`src/rtl/i2c_target_pkg.sv`:
```
// rtl/i2c_target_pkg.sv - shared types and constants for the I2C register target
// Purpose: FSM state encoding and protocol constants used by i2c_target_regs.
package i2c_target_pkg;

  typedef enum logic [3:0] {
    IDLE,
    ADDR,
    ADDR_ACK,
    PTR,
    PTR_ACK,
    WDATA,
    WDATA_ACK,
    RDATA,
    RDATA_ACK,
    IGNORE
  } i2c_tgt_state_t;

  localparam logic [6:0] I2C_GENERAL_CALL = 7'h00;

endpackage

```
`src/rtl/i2c_input_filter.sv`:
```
// rtl/i2c_input_filter.sv - 2-flop synchronizer, glitch filter and edge pulses for one I2C line
// Purpose: condition one raw bus line into a stable level plus one-cycle edge pulses.
// Ports:
//   clock, resetn : system clock, asynchronous active-low reset
//   din           : raw line from the IOBUF
//   level         : filtered level (idle/reset value 1)
//   rise, fall    : one-cycle pulses when the filtered level changes
module i2c_input_filter #(
  parameter int FILTER_LEN = 4
) (
  input  logic clock,
  input  logic resetn,
  input  logic din,
  output logic level,
  output logic rise,
  output logic fall
);

  localparam int CW = (FILTER_LEN > 1) ? $clog2(FILTER_LEN) : 1;

  logic          sync_q1;
  logic          sync_q2;
  logic [CW-1:0] cnt;

  // A new level is accepted only after FILTER_LEN consecutive synchronized
  // samples disagree with the current level; any agreeing sample restarts it.
  always_ff @(posedge clock or negedge resetn) begin
    if (!resetn) begin
      sync_q1 <= 1'b1;
      sync_q2 <= 1'b1;
      level   <= 1'b1;
      cnt     <= '0;
      rise    <= 1'b0;
      fall    <= 1'b0;
    end else begin
      sync_q1 <= din;
      sync_q2 <= sync_q1;
      rise    <= 1'b0;
      fall    <= 1'b0;
      if (sync_q2 == level) begin
        cnt <= '0;
      end else if (cnt == CW'(FILTER_LEN - 1)) begin
        level <= sync_q2;
        cnt   <= '0;
        rise  <= sync_q2;
        fall  <= ~sync_q2;
      end else begin
        cnt <= cnt + CW'(1);
      end
    end
  end

endmodule

```
`src/rtl/i2c_target_regs.sv`:
```
// rtl/i2c_target_regs.sv - I2C target exposing an 8-bit-pointer register window
// Purpose: respond at TARGET_ADDR on iic_main; a write sets the pointer then
// writes sequential registers, a read streams sequential registers.
// Ports:
//   clock, resetn           : system clock, asynchronous active-low reset
//   scl_i, sda_i            : bus inputs from the IOBUF pair
//   sda_o, sda_t            : open-drain data value (always 0) and tristate (1 = release)
//   busy                    : address-matched START until STOP
//   reg_wr_en/addr/data     : one-cycle register write strobe
//   reg_rd_en/addr, reg_rd_data : one-cycle fetch strobe, data valid the next cycle
import i2c_target_pkg::*;

module i2c_target_regs #(
  parameter logic [6:0] TARGET_ADDR = 7'h50,
  parameter int         FILTER_LEN  = 4,
  parameter int         HOLD_CYCLES = 8
) (
  input  logic       clock,
  input  logic       resetn,
  input  logic       scl_i,
  input  logic       sda_i,
  output logic       sda_o,
  output logic       sda_t,
  output logic       busy,
  output logic       reg_wr_en,
  output logic [7:0] reg_wr_addr,
  output logic [7:0] reg_wr_data,
  output logic       reg_rd_en,
  output logic [7:0] reg_rd_addr,
  input  logic [7:0] reg_rd_data
);

  localparam int HW = $clog2(HOLD_CYCLES + 1);

  logic scl_lvl, scl_rise, scl_fall;
  logic sda_lvl, sda_rise, sda_fall;

  i2c_input_filter #(.FILTER_LEN(FILTER_LEN)) u_scl_filter (
    .clock (clock),
    .resetn(resetn),
    .din   (scl_i),
    .level (scl_lvl),
    .rise  (scl_rise),
    .fall  (scl_fall)
  );

  i2c_input_filter #(.FILTER_LEN(FILTER_LEN)) u_sda_filter (
    .clock (clock),
    .resetn(resetn),
    .din   (sda_i),
    .level (sda_lvl),
    .rise  (sda_rise),
    .fall  (sda_fall)
  );

  i2c_tgt_state_t state, state_nx;
  logic [2:0]     bit_cnt;
  logic [7:0]     shift;
  logic [7:0]     ptr;
  logic [HW-1:0]  hold_cnt;
  logic           rd_latch;

  logic       start_det, stop_det, bus_evt;
  logic       last_bit, shifting, addr_match;
  logic [7:0] rx_byte;
  logic       wr_fire, rd_fire, drive_low;
  logic [7:0] rd_fetch_addr;

  assign sda_o      = 1'b0;
  assign start_det  = sda_fall & scl_lvl;
  assign stop_det   = sda_rise & scl_lvl;
  assign bus_evt    = start_det | stop_det;
  assign last_bit   = (bit_cnt == 3'd7);
  assign rx_byte    = {shift[6:0], sda_lvl};
  assign shifting   = state inside {ADDR, PTR, WDATA, RDATA};
  assign addr_match = (rx_byte[7:1] == TARGET_ADDR) && (rx_byte[7:1] != I2C_GENERAL_CALL);

  always_ff @(posedge clock or negedge resetn) begin
    if (!resetn) state <= IDLE;
    else         state <= state_nx;
  end

  // START/STOP outrank a coincident SCL edge, so a partial byte never completes.
  always_comb begin
    state_nx = state;
    if (stop_det) begin
      state_nx = IDLE;
    end else if (start_det) begin
      state_nx = ADDR;
    end else if (scl_rise) begin
      case (state)
        ADDR:      if (last_bit) state_nx = addr_match ? ADDR_ACK : IGNORE;
        ADDR_ACK:  state_nx = shift[0] ? RDATA : PTR;
        PTR:       if (last_bit) state_nx = PTR_ACK;
        PTR_ACK:   state_nx = WDATA;
        WDATA:     if (last_bit) state_nx = WDATA_ACK;
        WDATA_ACK: state_nx = WDATA;
        RDATA:     if (last_bit) state_nx = RDATA_ACK;
        RDATA_ACK: state_nx = sda_lvl ? IGNORE : RDATA;
        default:   state_nx = state;
      endcase
    end
  end

  // In ADDR_ACK the shift register still holds the address byte, so bit 0 is R/W.
  always_comb begin
    wr_fire       = 1'b0;
    rd_fire       = 1'b0;
    rd_fetch_addr = (state == RDATA_ACK) ? ptr + 8'd1 : ptr;
    if (!bus_evt && scl_rise) begin
      wr_fire = (state == WDATA) && last_bit;
      rd_fire = ((state == ADDR_ACK) && shift[0]) || ((state == RDATA_ACK) && !sda_lvl);
    end
    case (state)
      ADDR_ACK, PTR_ACK, WDATA_ACK: drive_low = 1'b1;
      RDATA:                        drive_low = ~shift[7];
      default:                      drive_low = 1'b0;
    endcase
  end

  always_ff @(posedge clock or negedge resetn) begin
    if (!resetn) begin
      bit_cnt     <= '0;
      shift       <= '0;
      ptr         <= '0;
      hold_cnt    <= '0;
      rd_latch    <= 1'b0;
      busy        <= 1'b0;
      sda_t       <= 1'b1;
      reg_wr_en   <= 1'b0;
      reg_wr_addr <= '0;
      reg_wr_data <= '0;
      reg_rd_en   <= 1'b0;
      reg_rd_addr <= '0;
    end else begin
      reg_wr_en <= 1'b0;
      reg_rd_en <= 1'b0;
      rd_latch  <= reg_rd_en;
      if (stop_det) begin
        bit_cnt  <= '0;
        hold_cnt <= '0;
        busy     <= 1'b0;
        sda_t    <= 1'b1;
      end else if (start_det) begin
        bit_cnt  <= '0;
        hold_cnt <= '0;
      end else begin
        if (scl_rise) begin
          if (shifting) begin
            shift   <= rx_byte;
            bit_cnt <= bit_cnt + 3'd1;
          end
          if ((state == ADDR) && last_bit && addr_match) busy <= 1'b1;
          if ((state == PTR) && last_bit) ptr <= rx_byte;
          if (wr_fire) begin
            reg_wr_en   <= 1'b1;
            reg_wr_addr <= ptr;
            reg_wr_data <= rx_byte;
            ptr         <= ptr + 8'd1;
          end
          if (state == RDATA_ACK) ptr <= ptr + 8'd1;
          if (rd_fire) begin
            reg_rd_en   <= 1'b1;
            reg_rd_addr <= rd_fetch_addr;
          end
        end
        // SDA only moves once the hold time after SCL fall has elapsed.
        if (scl_fall) begin
          hold_cnt <= HW'(HOLD_CYCLES);
        end else if (hold_cnt != '0) begin
          hold_cnt <= hold_cnt - HW'(1);
          if (hold_cnt == HW'(1)) sda_t <= ~drive_low;
        end
      end
      // Fetched byte arrives one cycle after the strobe; reload for transmit.
      if (rd_latch) shift <= reg_rd_data;
    end
  end

endmodule
```
`config.mk`:
```
export PLATFORM = sky130hd
export DESIGN_NAME = i2c_target_regs
export DESIGN_NICKNAME = d
export VERILOG_FILES = /design/src/rtl/i2c_target_pkg.sv /design/src/rtl/i2c_input_filter.sv /design/src/rtl/i2c_target_regs.sv
export SDC_FILE = /design/constraint.sdc
export NUM_CORES = 1
export LEC_CHECK = 0
export CORE_ASPECT_RATIO = 0.7
export CORE_MARGIN = 2
export CORE_UTILIZATION = 56
export DETAILED_ROUTE_END_ITERATION = 12
export GPL_TIMING_DRIVEN = 0
export PLACE_DENSITY = 0.8
export SETUP_SLACK_MARGIN = 0.2
export SYNTH_ARGS = -nofsm -noshare
export SYNTH_HDL_FRONTEND = slang
export SYNTH_HIERARCHICAL = 1
export SYNTH_SLANG_ARGS = --single-unit
export TNS_END_PERCENT = 1
```
`constraint.sdc`:
```
create_clock -name clock -period 2.2 [get_ports clock]
set_clock_uncertainty 0.05 [all_clocks]
set_input_delay 0.44 -clock clock [delete_from_list [all_inputs] [get_ports clock]]
set_output_delay 0.44 -clock clock [all_outputs]
set_load 0.02 [all_outputs]
```
# Word level (Yosys, flattened, before mapping)
# Index checks and enable logic that the tools add are counted.
dict set report word_totals {
  register_bits 70
  input_bits 12
  output_inout_bits 29
}
dict set report op_classes {
  addsub 5
  eq_ne 23
  muxes 60
  bitwise_logic 11
  n_reduce_logical 37
}
# operator n
set op_table {}
lappend op_table {{two-way mux 8 bit} 9}
lappend op_table {{two-way mux 4 bit} 13}
lappend op_table {{case mux 4 bit (7 select lines)} 1}
lappend op_table {{two-way mux 1 bit} 27}
lappend op_table {{AND reduction 4 bit} 5}
lappend op_table {{== test 4 x 3 -> 1 bit (second input constant)} 4}
lappend op_table {{!= test 4 bit (second input constant)} 4}
lappend op_table {{two-way mux 3 bit} 5}
lappend op_table {{nonzero test 2 bit} 6}
lappend op_table {{nonzero test 4 bit} 3}
lappend op_table {{nonzero test 3 bit} 3}
lappend op_table {{nonzero test 9 bit} 1}
lappend op_table {{adder 8 x 1 -> 8 bit (second input constant)} 1}
lappend op_table {{== test 4 x 1 -> 1 bit (second input constant)} 2}
lappend op_table {{== test 4 x 2 -> 1 bit (second input constant)} 2}
lappend op_table {{logical AND 1 bit} 8}
lappend op_table {{two-way mux 2 bit} 4}
lappend op_table {{inverter 1 bit} 8}
lappend op_table {{== test 7 bit (second input constant)} 1}
lappend op_table {{nonzero test 7 bit} 1}
lappend op_table {{!= test 2 bit (second input constant)} 3}
lappend op_table {{AND reduction 2 bit} 3}
lappend op_table {{AND reduction 6 bit} 1}
lappend op_table {{adder 2 x 1 -> 2 bit (second input constant)} 2}
lappend op_table {{other kinds (15)} 19}

# Depth between registers and ports, before layout
# Gate-level depths: netlist (run 1).
dict set report logic_depth {
  depth_word 9
  depth_mapped 8
}

# Cells and area by module
# The synthesis (run 1) kept the hierarchy.
# mod instances cells_per_inst area_per_inst_um2
set by_module_without_submodules {}
lappend by_module_without_submodules {i2c_target_regs 1 284 2961.6}
lappend by_module_without_submodules {i2c_input_filter 2 14 247.7}

# Least setup slack after synthesis (run 1)
# No wires, ideal clock.
dict set report synth_timing {
  path_kind {reg-to-reg}
  from {register bit_cnt[0]}
  to {register reg_wr_addr[0]}
  arrival_ps 1744
  required_ps 2025
  path_slack_ps 281
  stages_incl_launch_ff 7
  n_path_buf 1
  period_less_slack_ps 1919
  path_cell_list {dfrtp_1 -> ha_1 -> ha_1 -> nand4b_1 -> nor3_4 -> buf_4 -> mux2_2}
}
dict set report synth_between {
  elab_chain_cells 4
}
# item line_no
set synth_lines {}
lappend synth_lines {{from (decl)} i2c_target_regs.sv:57} ;# logic [2:0] bit_cnt;
lappend synth_lines {{from (signal assigned)} i2c_target_regs.sv:151} ;# bit_cnt <= bit_cnt + 3'd1;
lappend synth_lines {{== test 3 bit} i2c_target_regs.sv:73} ;# assign last_bit = (bit_cnt == 3'd7);
lappend synth_lines {{logical AND 1 bit} i2c_target_regs.sv:111} ;# wr_fire = (state == WDATA) && last_bit;
lappend synth_lines {{two-way mux 1 bit} i2c_target_regs.sv:110} ;# if (!bus_evt && scl_rise) begin
lappend synth_lines {{AND reduction 4 bit (no source line)} -}
lappend synth_lines {{to (signal assigned)} i2c_target_regs.sv:157} ;# reg_wr_addr <= ptr;
lappend synth_lines {{to (decl)} i2c_target_regs.sv:26} ;# output logic [7:0] reg_wr_addr,
# No other way between the ends.
# A chain may end at the register's enable or synchronous reset.

# Final worst setup path (run 1)
dict set report layout_timing {
  from {register bit_cnt[0]}
  to {register ptr[1]}
}
dict set report layout_between {
  elab_chain_cells 5
  word_cells_on_any_way 8
}
# item line_no
set layout_lines {}
lappend layout_lines {{== test 3 bit (*)} i2c_target_regs.sv:73}
lappend layout_lines {{logical AND 1 bit} i2c_target_regs.sv:111}
lappend layout_lines {{two-way mux 1 bit} i2c_target_regs.sv:110}
lappend layout_lines {{nonzero test 3 bit (no source line) / two-way mux 8 bit (equally long branches)} -}
lappend layout_lines {{AND reduction 4 bit (no source line) / two-way mux 8 bit (equally long branches)} -}
lappend layout_lines {{to (signal assigned)} i2c_target_regs.sv:154} ;# if ((state == PTR) && last_bit) ptr <= rx_byte;
lappend layout_lines {{to (signal assigned)} i2c_target_regs.sv:159} ;# ptr <= ptr + 8'd1;
lappend layout_lines {{to (signal assigned)} i2c_target_regs.sv:161} ;# if (state == RDATA_ACK) ptr <= ptr + 8'd1;
lappend layout_lines {{to (decl)} i2c_target_regs.sv:59} ;# logic [7:0] ptr;
# Every way passes the cells marked *; elsewhere a longest branch is shown, timed or not.

==> metrics, run 1 <==
part of the power in registers 50.0%; Final Core Density 73.3%; CTS Buf Count 9; top_reg_cell synth dfrtp_1; cts hold-fix bufs 0; status finished, violations left; top post-synthesis cells by area dfrtp_1 (46%), mux2_2 (5.5%), mux2i_1 (5.5%); antenna viol nets, final 0; First-pass DRT Iterations 5; CP required 2.38 ns; relative slew slack 42.8%; HPWL after detailed placement 5080 um; crit share post-route 100%; die height 69.7 um; first-pass GRT wire length 12,200 um; slowest stage delay, CP 0.42 ns; worst r2r path cells 8; Worst Hold Class in -> async; fraction of registers with async set/reset 100%; register area share after synthesis 50.9%; synthesized cell area 3460 sq um; clock share of power 33.0%; Slowest-stage cell, CP o31a_1; synth warn 6; most common cell after layout, fill and taps aside dfrtp_1; capturing point of the worst reg2reg path ptr[1]$_DFFE_PN0P_; pwr dens 734 nW/um^2; Syn Area/Cell 11.1 sq um; maximum operating frequency 453 MHz; Leakage Power 1.90 nW; endpoint class of the critical path register; Vias 2,669; Fin. Hold Viols 0; Max FO, Critical Path 6; clock-pin slew on the worst setup and hold paths 0.07 ns; CP Class reg -> reg; DIE AREA 6830 sq um; Synth Register Bits 70; min cycle time layout 2.21 ns; switching power 0.000930 W; Worst Tran Pin Value 0.858 ns; endpoints failing setup 1; CTS H-tree depth 3; vias in the first global route 2,538; Site Rows 23; fin cells 448; Crit path depth 8; worst setup margin -0.00991 ns; number of diodes 0; critical-path cell list ha_2, ha_4, nand4b_1, o31a_1, buf_6, clkbuf_16, mux2i_1, mux2i_1; chip width 97.9 um; max-cap violations 0; switch share 29.6%; wire per inst 17.1 um; share of the synthesized area in the top cell type 45.6%; gpl congestion 0.915; core area 5840 sq um; worst reg2reg setup slack -0.01 ns; most frequent cells in the layout dfrtp_1 (63), clkdlybuf4s50_1 (38), nand2_1 (31), o21ai_0 (20), mux2i_1 (19); post-synth cell types 58; layout cells sized above 1 21.2%; CTS tree yes; PortBufs 39; grt total ovfl 0; CP dominant cell by count mux2i_1; Post-synth EDFFs 0; GRT Util Overall 22.8%; Internal 0.00221 W; clock buffer depth 2; maximum vdd drop 0.000611 V; most area-hungry cell type in the Yosys netlist dfrtp_1; largest net degree at the start of global routing 71; initial core utilization 59.2%; Total Wirelength 7670 um; RSZ-0062 raised after global routing yes; Multi-input gate area 1620 sq um; Nets 387; crit path to ptr[1]$_DFFE_PN0P_; DRC viols 0; Cells after DPL 426; R2R Path Start bit_cnt[0]$_DFFE_PN0P_; initial antenna violation count 0; FF/Latch Area 1760 sq um; post-synthesis cell count 312; CP Launch Point bit_cnt[0]$_DFFE_PN0P_; via density per instance 5.96; Crit path buffers/inverters 2; clk_lat worst skew 0.36 ns; io pins 41; Initial DRC Count 265; cell family with the largest share of critical-path delay compound AO/OA/AOI/OAI gates; Logic pwr share 17.0%; Layout area overhead 23.9%; CTS Sinks 70; worst endpoint data arrival time 2.39 ns; failing checks setup timing; Final Hold Slack 0.150 ns; Root Driver clkbuf_8; filler instances 410; Worst setup SP type register; Synthesized Nets 331; TNS Setup -0.00991 ns; Max Slew Vio Count 0
[registers in the layout, summed over array words and instances, names as in the netlist, 2 cells and up]
signal,count
u_scl_filter/cnt,2
ptr,8
bit_cnt,3
hold_cnt,4
state,4
u_sda_filter/cnt,2
reg_wr_data,8
shift,8
reg_rd_addr,8
reg_wr_addr,8
[layer usage]
layer  track usage [%]  vias up  share of wire [%]
li1                  -     1236                  -
met1              32.2     1296                 46
met2              34.1      126                 45
met3              5.75       11                7.3
met4              8.33        0                1.2
met5                 0        -                  0
[worst min path at each step]
| stage | depth (start not counted) | startpoint | end |
|---|---|---|---|
| after floorplan | 0 | resetn | bit_cnt[0]$_DFFE_PN0P_ |
| after global placement | 0 | u_scl_filter/sync_q1$_DFF_PN1_ | u_scl_filter/sync_q2$_DFF_PN1_ |
| after detailed placement | 0 | u_sda_filter/sync_q1$_DFF_PN1_ | u_sda_filter/sync_q2$_DFF_PN1_ |
| after CTS | 1 | resetn | reg_wr_data[2]$_DFFE_PN0P_ |
| after global routing | 1 | resetn | reg_wr_data[2]$_DFFE_PN0P_ |
| final | 1 | resetn | u_scl_filter/cnt[1]$_DFF_PN0_ |
[cell usage after synthesis (2+ instances only)]
cell type	number
mux2_2	17
mux2_1	2
xnor2_1	10
or3_1	4
inv_1	14
o21ai_0	20
nand2_1	31
a21oi_1	9
nor2b_1	4
a22oi_1	6
o211ai_1	2
nand3_1	3
nand4_1	4
nor3_2	2
mux2i_1	19
nor4b_2	2
nor3_1	8
and3_1	3
dfrtp_1	63
nor2_1	12
o2111ai_1	2
buf_2	5
nand2b_1	2
clkbuf_1	6
ha_1	7
buf_6	3
and3b_2	4
dfstp_2	7
o21a_1	4
buf_4	2
a311oi_1	2
o221ai_1	6
nand3b_1	2
[metrics by stage]
stage | cell area (sq um) | setup WS (ns) | total power [W]
after global placement | 3940 | -1.66 | 0.00207
after detailed placement | 3940 | -0.0742 | 0.00211
final | 4280 | -0.00991 | 0.00314
after floorplan | 3460 | 0.281 | 0.00193
after global routing | 4280 | -0.0615 | 0.00330
after CTS | 4150 | 0.00584 | 0.00316
[power groups by stage]
stage               logic (W)  registers, W  clock network, W
floorplan            0.000369       0.00157                 0
global placement     0.000491       0.00158                 0
CTS                  0.000527       0.00157           0.00106
finish               0.000534       0.00157           0.00104
global route         0.000593       0.00159           0.00112
detailed placement   0.000516       0.00159                 0
[worst reg2reg max path: cells and delay by family (launching register included)]
kind,cells,cell delay (ns)
simple gates,1,0.32
compound gates,1,0.42
mux,2,0.29
buf+inv,2,0.31
flops,1,0.37
fa+ha+maj,2,0.34
[final cells by class]
cell class,count,share of cell area [%]
repair buffers,45,10.5
well taps,75,2.19
inverters,14,1.23
flip-flops and latches,70,41.1
multi-input cells,210,37.7
plain buffers,18,2.57
clock inverters,6,1.67
clock buffers,10,2.98
[cell families after synthesis]
| family | count (synthesis) | synth area share [%] |
|---|---|---|
| fa+ha+maj | 7 | 2.53 |
| mux | 38 | 11.7 |
| simple gates | 90 | 14.9 |
| flops | 70 | 50.9 |
| compound gates | 63 | 12.5 |
| xor+xnor | 11 | 2.79 |
| other cells | 1 | 0.108 |
| buf+inv | 32 | 4.56 |
[what timing repair did]
item / in CTS / in global routing
endpoints found under the setup margin: 26 / 39
pin swaps: 1 / 8
setup buffers: 1 / 4
cloned: 0 / 1
resized for setup: 1 / 14
Note: power is estimated with default switching activity, not from simulation.
==> run 2: changes to the inputs <==
GPL_TIMING_DRIVEN = not set   (was 0)
==> metrics, run 2 (same netlist as run 1, synthesis figures left out) <==
status finished clean; CTS Sinks 70 (unchanged); io pins 41 (unchanged); die height 69.7 um (unchanged); number of cells on the worst hold path 0; PortBufs 39 (unchanged); min cycle time layout 1.97 ns (-0.236 ns); initial antenna violation count 0 (unchanged); DIE AREA 6830 sq um (unchanged); GRT Util Overall 24.7% (+1.9 points); Worst setup SP type register; maximum vdd drop 0.000625 V (+2.3%); worst endpoint data arrival time 1.48 ns (-0.91 ns); DRC viols 0 (unchanged); R2R Path Start bit_cnt[0]$_DFFE_PN0P_; Worst Tran Pin Value 0.490 ns (-0.368 ns); First-pass DRT Iterations 4 (-1); initial core utilization 59.2% (unchanged); grt total ovfl 0 (unchanged); max-cap violations 0 (unchanged); Layout area overhead 22.0%; Hold EP u_scl_filter/sync_q2$_DFF_PN1_; Fin. Hold Viols 0 (unchanged); relative slew slack 66.9% (+24 points); Crit path buffers/inverters 1 (-1); filler instances 421 (+2.7%); most common cell after layout, fill and taps aside dfrtp_1; endpoint class of the critical path output pin; vias in the first global route 2,646 (+4.3%); clk_lat worst skew 0.35 ns (about the same); RSZ-0062 raised after global routing yes; Vias 2,585 (-3.1%); Total Wirelength 7630 um (-0.48%); Cells after DPL 425 (-0.23%); critical-path cell list clkdlybuf4s50_1; Max Slew Vio Count 0 (unchanged); hold_sp u_scl_filter/sync_q1$_DFF_PN1_; Max FO, Critical Path 2 (-4); fin cells 446 (-0.45%); HPWL after detailed placement 5470 um (+7.8%); most frequent cells in the layout dfrtp_1 (63), clkdlybuf4s50_1 (38), nand2_1 (31), o21ai_0 (20), mux2i_1 (19); CP Class reg -> out; layout cells sized above 1 20.8% (-0.42 points); pwr dens 741 nW/um^2 (+0.96%); cell family with the largest share of critical-path delay buffers and inverters; worst reg2reg setup slack 0.27 ns (+0.28 ns); antenna viol nets, final 0 (unchanged); via density per instance 5.80 (-2.7%); capturing point of the worst reg2reg path reg_wr_data[3]$_DFFE_PN0P_; CTS Buf Count 9 (unchanged); Leakage Power 1.91 nW (+0.33%); maximum operating frequency 507 MHz (+12%); first-pass GRT wire length 13,200 um (+8.0%); core area 5840 sq um (unchanged); CTS H-tree depth 3 (unchanged); worst r2r path cells 7 (-1); clock-pin slew on the worst setup and hold paths 0.08 ns (about the same); chip width 97.9 um (unchanged); wire per inst 17.1 um (about the same); CP Launch Point sda_t$_DFFE_PN1P_; Worst Hold Class reg -> reg; Site Rows 23 (unchanged); TNS Setup 0 ns (+0.00991 ns); Initial DRC Count 200 (-25%); gpl congestion 0.897 (-2.0%); Slowest-stage cell, CP clkdlybuf4s50_1; CTS tree yes; number of diodes 0 (unchanged); CP required 1.71 ns (-0.67 ns); Nets 385 (-0.52%); endpoints failing setup 0 (-1); crit share post-route 89.7% (-11 points); clock buffer depth 2 (unchanged); Root Driver clkbuf_8; slowest stage delay, CP 0.60 ns (+0.18 ns); largest net degree at the start of global routing 32 (-55%)
==> run 2: changes by cell type in the layout (fill, tap and decap cells not counted), sizes merged <==
cell / previous run / this run
clkinv: 2 / 3
inv: 15 / 14
dlygate4sd3: 0 / 1
clkbuf: 18 / 10
buf: 17 / 22
==> run 2: stage by stage <==
stage | setup slack, ns | hold WS [ns] | power (W) | utilization, % | instance area [sq um]
2_1_floorplan | 0.281 | 0.0944 | 0.00193 | - | 3460
3_3_place_gp | 0.220 | 0.296 | 0.00207 | 68.0 | 3970
3_5_place_dp | 0.0916 | 0.297 | 0.00213 | 68.0 | 3970
4_1_cts | 0.204 | 0.309 | 0.00315 | 71.8 | 4200
5_1_grt | 0.169 | 0.313 | 0.00330 | 72.2 | 4220
6_report | 0.227 | 0.307 | 0.00313 | 72.2 | 4220
==> run 2: worst max path at each step <==
stage                                             to  slack (ns)  cells past startpoint
after CTS                                      sda_t        0.20                      1
after global placement    reg_wr_addr[3]$_DFFE_PN0P_        0.22                      6
after floorplan           reg_wr_addr[0]$_DFFE_PN0P_        0.28                      6
after detailed placement  reg_wr_addr[4]$_DFFE_PN0P_        0.09                      6
after global routing              ptr[6]$_DFFE_PN0P_        0.17                      8
final                                          sda_t        0.23                      1
==> run 2: cell type report <==
type,count,area (sq um),share of cell area [%]
repair buffers,61,573,13.6
flip-flops and latches,70,1760,41.7
multi-input cells,210,1550,36.7
clock buffers,10,128,3.02
well taps,75,93.8,2.22
clock inverters,6,63.8,1.51
inverters,14,52.6,1.25
==> run 2: repair_timing <==
action / in CTS / in global routing
gates resized for setup: 0 / 4
hold buffers: 1 / 0
endpoints found under the hold margin: 10 / 0
pin swaps: 1 / 2
endpoints found under the setup margin: 18 / 24
setup buffers: 3 / 1
==> run 2: power by group <==
| group | internal [W] | switching, W |
|---|---|---|
| sequential | 0.00144 | 0.000157 |
| combinational | 0.000253 | 0.000269 |
| clock | 0.000521 | 0.000489 |
| total | 0.00221 | 0.000914 |
==> run 2: routing by layer <==
metal  share of wire (%)  GRT usage, %  vias to the layer above
met5                   0             0                        -
met4                 1.9          9.88                        0
met3                 6.2          5.75                       13
met2                  45          35.9                       83
met1                  47          35.9                     1262
li1                    -             -                     1227
